<file path="src/rtl/imm_gen_pipe.sv">
// ---------------------------------------------------------------------------
// imm_gen_pipe
// Immediate generator with a small output FIFO. Each accepted instruction is
// decoded into a sign-extended immediate plus an "illegal format" flag and is
// queued; the head entry is presented with a valid/ready handshake.
//
// Ports
//   i_clk, i_rst_n       clock, asynchronous active-low reset
//   i_flush              drop every buffered entry at the next edge
//   i_valid / o_ready    input handshake (o_ready depends on state only)
//   i_instr              32-bit instruction word
//   i_imm_sel            format select (unused when AUTO_DECODE=1)
//   o_valid / i_ready    output handshake for the head entry
//   o_imm, o_illegal     head entry contents
//   o_count              number of occupied entries
// ---------------------------------------------------------------------------
module imm_gen_pipe #(
    parameter int XLEN        = 32,
    parameter int AUTO_DECODE = 0,
    parameter int DEPTH       = 2
) (
    input  logic                       i_clk,
    input  logic                       i_rst_n,
    input  logic                       i_flush,
    input  logic                       i_valid,
    output logic                       o_ready,
    input  logic [31:0]                i_instr,
    input  logic [2:0]                 i_imm_sel,
    output logic                       o_valid,
    input  logic                       i_ready,
    output logic [XLEN-1:0]            o_imm,
    output logic                       o_illegal,
    output logic [$clog2(DEPTH):0]     o_count
);

    localparam int PW = $clog2(DEPTH);
    localparam int CW = PW + 1;

    localparam logic [2:0] FMT_R  = 3'b000;
    localparam logic [2:0] FMT_I  = 3'b001;
    localparam logic [2:0] FMT_B  = 3'b010;
    localparam logic [2:0] FMT_J1 = 3'b011;
    localparam logic [2:0] FMT_J2 = 3'b100;
    localparam logic [2:0] FMT_U  = 3'b101;
    localparam logic [2:0] FMT_S  = 3'b111;

    // ------------------------------------------------------------------
    // Format selection
    // ------------------------------------------------------------------
    logic [2:0] fmt;

    always_comb begin
        fmt = i_imm_sel;
        if (AUTO_DECODE != 0) begin
            case (i_instr[6:0])
                7'b0110011:                         fmt = FMT_R;
                7'b0010011, 7'b0000011, 7'b1110011: fmt = FMT_I;
                7'b1100111:                         fmt = FMT_J2;
                7'b1100011:                         fmt = FMT_B;
                7'b1101111:                         fmt = FMT_J1;
                7'b0110111, 7'b0010111:             fmt = FMT_U;
                7'b0100011:                         fmt = FMT_S;
                default:                            fmt = 3'b110;
            endcase
        end
    end

    // ------------------------------------------------------------------
    // Immediate extraction. Every non-zero format carries instr[31] in
    // bit 31 of imm32, so a signed widen gives the required extension.
    // ------------------------------------------------------------------
    logic [31:0]     imm32;
    logic            ill_dec;
    logic [XLEN-1:0] imm_dec;

    always_comb begin
        imm32   = 32'd0;
        ill_dec = 1'b0;
        case (fmt)
            FMT_R:  imm32 = 32'd0;
            FMT_I,
            FMT_J2: imm32 = {{20{i_instr[31]}}, i_instr[31:20]};
            FMT_S:  imm32 = {{20{i_instr[31]}}, i_instr[31:25], i_instr[11:7]};
            FMT_B:  imm32 = {{19{i_instr[31]}}, i_instr[31], i_instr[7],
                             i_instr[30:25], i_instr[11:8], 1'b0};
            FMT_J1: imm32 = {{11{i_instr[31]}}, i_instr[31], i_instr[19:12],
                             i_instr[20], i_instr[30:21], 1'b0};
            FMT_U:  imm32 = {i_instr[31:12], 12'd0};
            default: begin
                imm32   = 32'd0;
                ill_dec = 1'b1;
            end
        endcase
        imm_dec = XLEN'($signed(imm32));
    end

    // ------------------------------------------------------------------
    // Output buffer
    // ------------------------------------------------------------------
    logic [XLEN-1:0] imm_q [DEPTH];
    logic            ill_q [DEPTH];
    logic [PW-1:0]   wr_ptr_q, wr_ptr_d;
    logic [PW-1:0]   rd_ptr_q, rd_ptr_d;
    logic [CW-1:0]   count_q,  count_d;
    logic            push, pop;

    assign o_ready   = (count_q < CW'(DEPTH));
    assign o_valid   = (count_q != '0);
    assign o_count   = count_q;
    assign o_imm     = imm_q[rd_ptr_q];
    assign o_illegal = ill_q[rd_ptr_q];

    // Flush suppresses both handshakes so it wins over a same-cycle transfer.
    assign push = i_valid && o_ready && !i_flush;
    assign pop  = o_valid && i_ready && !i_flush;

    // Pointers are exactly PW bits wide, so +1 wraps modulo DEPTH.
    always_comb begin
        wr_ptr_d = wr_ptr_q;
        rd_ptr_d = rd_ptr_q;
        count_d  = count_q;
        if (i_flush) begin
            wr_ptr_d = '0;
            rd_ptr_d = '0;
            count_d  = '0;
        end else begin
            if (push) wr_ptr_d = wr_ptr_q + PW'(1);
            if (pop)  rd_ptr_d = rd_ptr_q + PW'(1);
            case ({push, pop})
                2'b10:   count_d = count_q + CW'(1);
                2'b01:   count_d = count_q - CW'(1);
                default: count_d = count_q;
            endcase
        end
    end

    always_ff @(posedge i_clk or negedge i_rst_n) begin
        if (!i_rst_n) begin
            wr_ptr_q <= '0;
            rd_ptr_q <= '0;
            count_q  <= '0;
        end else begin
            wr_ptr_q <= wr_ptr_d;
            rd_ptr_q <= rd_ptr_d;
            count_q  <= count_d;
        end
    end

    // Storage is cleared on reset so the head reads zero while empty.
    always_ff @(posedge i_clk or negedge i_rst_n) begin
        if (!i_rst_n) begin
            for (int i = 0; i < DEPTH; i++) begin
                imm_q[i] <= '0;
                ill_q[i] <= 1'b0;
            end
        end else if (push) begin
            imm_q[wr_ptr_q] <= imm_dec;
            ill_q[wr_ptr_q] <= ill_dec;
        end
    end

endmodule

</file>
<file path="config.mk">
export PLATFORM = sky130hd
export DESIGN_NAME = imm_gen_pipe
export DESIGN_NICKNAME = d
export VERILOG_FILES = /design/src/rtl/imm_gen_pipe.sv
export SDC_FILE = /design/constraint.sdc
export NUM_CORES = 1
export LEC_CHECK = 0
export ABC_CLOCK_PERIOD_IN_PS = 1400
export BUFFER_PORTS_ARGS = -buffer_cell sky130_fd_sc_hd__buf_2
export CELL_PAD_IN_SITES_DETAIL_PLACEMENT = 1
export CELL_PAD_IN_SITES_GLOBAL_PLACEMENT = 1
export CORE_MARGIN = 2
export CORE_UTILIZATION = 38
export CTS_BUF_LIST = sky130_fd_sc_hd__clkbuf_16
export DETAILED_ROUTE_END_ITERATION = 10
export GPL_TIMING_DRIVEN = 1
export HOLD_SLACK_MARGIN = 0.12
export PLACE_DENSITY_LB_ADDON = 0.1
export SKIP_CTS_REPAIR_TIMING = 1
export SLEW_MARGIN = 0
export SYNTH_ARGS = -nofsm -noshare
export SYNTH_HDL_FRONTEND = slang
export SYNTH_SLANG_ARGS = --single-unit
</file>
<file path="constraint.sdc">
create_clock -name i_clk -period 1.4 [get_ports i_clk]
set_clock_uncertainty 0.05 [all_clocks]
set_input_delay 0 -clock i_clk [delete_from_list [all_inputs] [get_ports i_clk]]
set_output_delay 0 -clock i_clk [all_outputs]
set_load 0.01 [all_outputs]
</file>
Word level (Yosys, flattened, before mapping)
Index checks and enable logic that the tools add are counted.
{"block": "totals", "reg_bits": 70, "input_bits": 40, "out_inout_bits": 37}
{"block": "classes", "addsub": 4, "magnitude_cmp": 4, "n_eq_ne": 8, "muxes": 20, "n_bitwise": 2, "n_reduce_logical": 13}
{"operator": "case mux 32 bit (5 select lines)", "n": 1}
{"operator": "2-to-1 mux 32 bit", "n": 4}
{"operator": "bitwise mux 64 bit", "n": 1}
{"operator": "demux 32 bit (select 1 bit)", "n": 1}
{"operator": "equality test 3 bit (second input constant)", "n": 3}
{"operator": "2-to-1 mux 1 bit", "n": 9}
{"operator": "OR reduction 7 bit", "n": 1}
{"operator": "equality test 3 x 2 -> 1 bit (second input constant)", "n": 2}
{"operator": "nonzero test 2 bit", "n": 3}
{"operator": "logical AND 1 bit", "n": 5}
{"operator": "greater-or-equal comparator 2 bit (second input constant)", "n": 2}
{"operator": "NOT 1 -> 2 bit", "n": 2}
{"operator": "case mux 2 bit (2 select lines)", "n": 1}
{"operator": "equality test 3 x 1 -> 1 bit (second input constant)", "n": 1}
{"operator": "zero test 3 bit", "n": 1}
{"operator": "nonzero test 3 bit", "n": 1}
{"operator": "adder 1 bit (second input constant)", "n": 2}
{"operator": "adder 2 x 1 -> 2 bit (second input constant)", "n": 1}
{"operator": "bitwise mux 2 bit", "n": 1}
{"operator": "equality test 2 x 1 -> 1 bit (second input constant)", "n": 1}
{"operator": "equality test 2 bit (second input constant)", "n": 1}
{"operator": "less-than comparator 2 x 1 -> 1 bit (second input constant)", "n": 1}
{"operator": "less-than comparator 2 bit (second input constant)", "n": 1}
{"operator": "2-to-1 mux 2 bit", "n": 1}
{"operator": "other kinds (4)", "n": 4}

Depth between registers and ports, before layout
{"block": "logic_depth", "depth_word": 6, "depth_mapped": 6, "depth_no_buf": 3}

Least setup slack after synthesis
OpenSTA, ideal clock, no wires.
{"block": "synth_path", "path_kind": "flip-flop to flip-flop", "from": "register count_q[1], in the netlist o_count[1]", "to": "register imm_q[33] (netlist bit)", "setup_ps": 134, "t_arrival_ps": 1445, "setup_slack_ps": -229, "stages_incl_launch_ff": 7, "path_buffers": 3, "synth_period_minus_slack_ps": 1629, "cell_sequence": "dfrtp_1 buf_6 or4b_4 buf_6 buf_6 nand2_1 o31ai_1"}
{"block": "synth_between", "elab_chain_cells": 3}
{"element": "from (decl)", "line": "104", "rtl": "logic [CW-1:0] count_q, count_d;"}
{"element": "from (signal assigned)", "line": "145", "rtl": "count_q <= count_d;"}
{"element": "less-than comparator 2 bit", "line": "107", "rtl": "assign o_ready = (count_q < CW'(DEPTH));"}
{"element": "logical AND 1 bit (2 in series)", "line": "114", "rtl": "assign push = i_valid && o_ready && !i_flush;"}
{"element": "to (signal, indexed assignment)", "line": "157", "rtl": "imm_q[wr_ptr_q] <= imm_dec;"}
{"element": "to (decl)", "line": "100", "rtl": "logic [XLEN-1:0] imm_q [DEPTH];"}
No other way between the ends.
A chain may end at the register's enable or synchronous reset.

Worst setup path after layout
{"block": "layout_path", "from": "register wr_ptr_q", "to": "register imm_q[34] (netlist bit)"}
{"block": "layout_between", "elab_chain_cells": 6, "elab_cells_between_ends": 7, "cone_classes": "2 x order compare; 3 x mux; 1 x bitwise; 1 x reduce/logical"}
{"element": "from (decl)", "line": "102", "rtl": "logic [PW-1:0] wr_ptr_q, wr_ptr_d;"}
{"element": "from (signal assigned)", "line": "143", "rtl": "wr_ptr_q <= wr_ptr_d;"}
{"element": "NOT 1 -> 2 bit (implied by the code) *", "line": "157"}
{"element": "greater-or-equal comparator 2 bit (implied by the code) or less-than comparator 2 x 1 -> 1 bit (tied branches)", "line": "157"}
{"element": "logical AND 1 bit (implied by the code)", "line": "157"}
{"element": "2-to-1 mux 32 bit (implied by the code)", "line": "157"}
{"element": "demux 32 bit (select 1 bit) *", "line": "157"}
{"element": "bitwise mux 64 bit *", "line": "157"}
Every way passes the cells marked *; elsewhere a longest branch is shown, timed or not.

==> out/metrics.yaml <==
grt:
  grt_usage_pct: 19.0
  overflow: 0
  grt_pass1_wl_um: 15300
  antenna_found_initial: 0
  grt_max_degree: 71
  grt_pass1_vias: 3046
setup_path:
  critPathMaxFanout: 6
  crit_type: "register to register"
  crit_start: "wr_ptr_q$_DFFE_PN0P_"
  arrival_ps: 1700
  rr_startpoint: "wr_ptr_q$_DFFE_PN0P_"
  start_kind: "register"
  critical_path_required_ps: 1590
  end_kind: "register"
yosys:
  postSynth.asyncResetShare_pct: 100
  yosysSeqAreaShare_pct: 48.7
  syn_nets: 398
  ys_types: 38
  synth_top_family_by_area: "multiplexers"
  synthCells: 358
  synth-xor-area-share_pct: 1.74
  yosys.area_share.adder_pct: 0
  synth_area_um2: 3590
  synthFlopType: "dfrtp_1"
  synthMuxAreaShare_pct: 15.4
  avgSynthCellArea_um2: 10.0
  synth_edf_count: 0
  synth_compound_area_share_pct: 13.9
  synth-simple-area-share_pct: 15.1
  ys_seq_elements: 70
  yosysWarnings: 0
die:
  start_util_pct: 39.1
  die_h_um: 101
  die_x_um: 101
  die_area_um2: 10300
  floorplan.io_pins: 77
  std_cell_rows: 35
  core_um2: 9200
clock_tree:
  cts_buffer_depth: 2
  cts_made_buffers: 9
  clkLatencyLatePin_ps: 330
  root_buffer: "clkbuf_16"
  cts.sinks: 70
  htreeDepth: 3
  cts_tree: "yes"
  path_clk_slew_ps: 60
routing:
  first_pass_iters: 4
  dr_total_vias: 3123
  wl_um: 11100
  wl_per_cell_um: 19.2
  drtIter0Drc: 86
  ant_nets: 0
  drc: 0
  via_per_inst: 5.38
sta:
  setup_slack_ps: -107
  period_minus_slack_ps: 1510
  setup_viol_count_final: 75
  hold_viol: 0
  tightest_slew_ps: 767
  timing.final.crit_share_pct: 108
  max-slew-margin-rel_pct: 48.5
  rsz0062_at_grt: "true"
  slew_violations: 0
  max_freq_mhz: 663
finish:
  layout-drive-gt1-share_pct: 42.6
  layout_common_cells: "69 x dfrtp_1, 47 x nand2_1, 40 x buf_2"
  num-fill-cells: 967
  nNetsFinal: 504
  syn_to_final_growth_pct: 51.4
  final_cell_area_um2: 5440
  final_common_cell: "dfrtp_1"
  diodes: 0
power:
  clkPwrFrac_pct: 30.1
  p_per_area_nw_per_um2: 1390
  combPwrFrac_pct: 31.8
  pwr-share-seq_pct: 38.1
  p_leak_nw: 2.40
  cellInternalPower_w: 0.00526
  power.switching_w: 0.00229
  swShare_pct: 30.3
  ir_drop_v: 0.000607
placement:
  routabilityCongestion: 0.730
  io_buffers: 69
  place_ws_ps: -64.8
  placed_area_um2: 4150
  dp_hpwl_um: 6150
run_status:
  status: "finished with violations"
  violations: "negative setup slack"
hold_path:
  hold_start: "i_flush"
  hp-class: "primary input to register"
run:
  max-cap-violations: 0
power groups by stage:
stage | sequential, W | clock, W | combinational (W)
2_1_floorplan | 0.00273 | 0 | 0.00109
3_3_place_gp | 0.00278 | 0 | 0.00161
3_5_place_dp | 0.00281 | 0 | 0.00166
4_1_cts | 0.00278 | 0.00228 | 0.00168
5_1_grt | 0.00294 | 0.00237 | 0.00261
6_report | 0.00288 | 0.00227 | 0.00240
sequential cells by signal, summed over array words and instances, names as in the netlist:
register	count
o_count	2
imm_q	64
rd_ptr_q	1
wr_ptr_q	1
ill_q	2
routing by layer:
layer  vias up  global-route usage [%]  share of wire, %
met3         7                    4.76               2.9
met5         -                       0                 0
met4         0                    3.74              0.56
met2        54                    31.7                51
li1       1484                       -                 -
met1      1578                    25.4                45
worst paths after layout:
kind | endpoint | slack [ps] | cells past startpoint
min in group asynchronous | imm_q[8]$_DFFE_PN0P_ | 180 | 3
worst max-delay path | imm_q[34]$_DFFE_PN0P_ | -110 | 3
worst min register to register | imm_q[18]$_DFFE_PN0P_ | 430 | 2
max in group asynchronous | rd_ptr_q$_DFFE_PN0P_ | 810 | 3
worst min-delay path | imm_q[35]$_DFFE_PN0P_ | 40 | 3
worst max register to register | imm_q[34]$_DFFE_PN0P_ | -110 | 3
logic make-up (layout without fill, tap and decap cells):
family | count (synthesis) | count (layout)
buffers and inverters | 35 | 146
AOI/OAI and AO/OA | 82 | 82
muxes | 50 | 50
xor gates and xnor gates | 5 | 5
DFF | 70 | 70
and+or+nand+nor | 116 | 116
Yosys cell counts, drive strengths merged, types with 5 or more instances:
master | count | area (um^2)
a221oi | 5 | 43.8
a31oi | 25 | 156
buf | 22 | 136
clkbuf | 10 | 37.5
dfrtp | 70 | 1750
mux2 | 42 | 473
mux2i | 8 | 80.1
nand2 | 65 | 244
nor2 | 27 | 101
nor3b | 5 | 37.5
o21ai | 38 | 190
o31ai | 8 | 60.1
stage by stage:
step           power, W  setup TNS, ps  util (%)  hold WS [ps]  instances
2_1_floorplan   0.00382          -3310         -          -346        358
3_3_place_gp    0.00439           -321      45.1          13.9        524
3_5_place_dp    0.00447          -1050      45.1          8.82        524
4_1_cts         0.00674          -5460      48.3          -343        540
5_1_grt         0.00791          -7120      59.2          44.6        580
6_report        0.00755          -3350      59.2          38.5        580
worst max-delay path: stages, from the launching register on:
cell and delay [ps]:
dfrtp_1 380, or4b_4 580, buf_4 180, o31ai_4 230
layout make-up:
cell class	instances	area, um^2	area share [%]
sequential	70	1750	32.2
clock buffer	9	225	4.14
tap	111	139	2.55
clock inverter	7	66.3	1.22
multi-input combinational	253	2010	36.9
timing repair buffer	127	1240	22.7
inverter	3	11.3	0.207
Power figures use the tool's default switching activity.
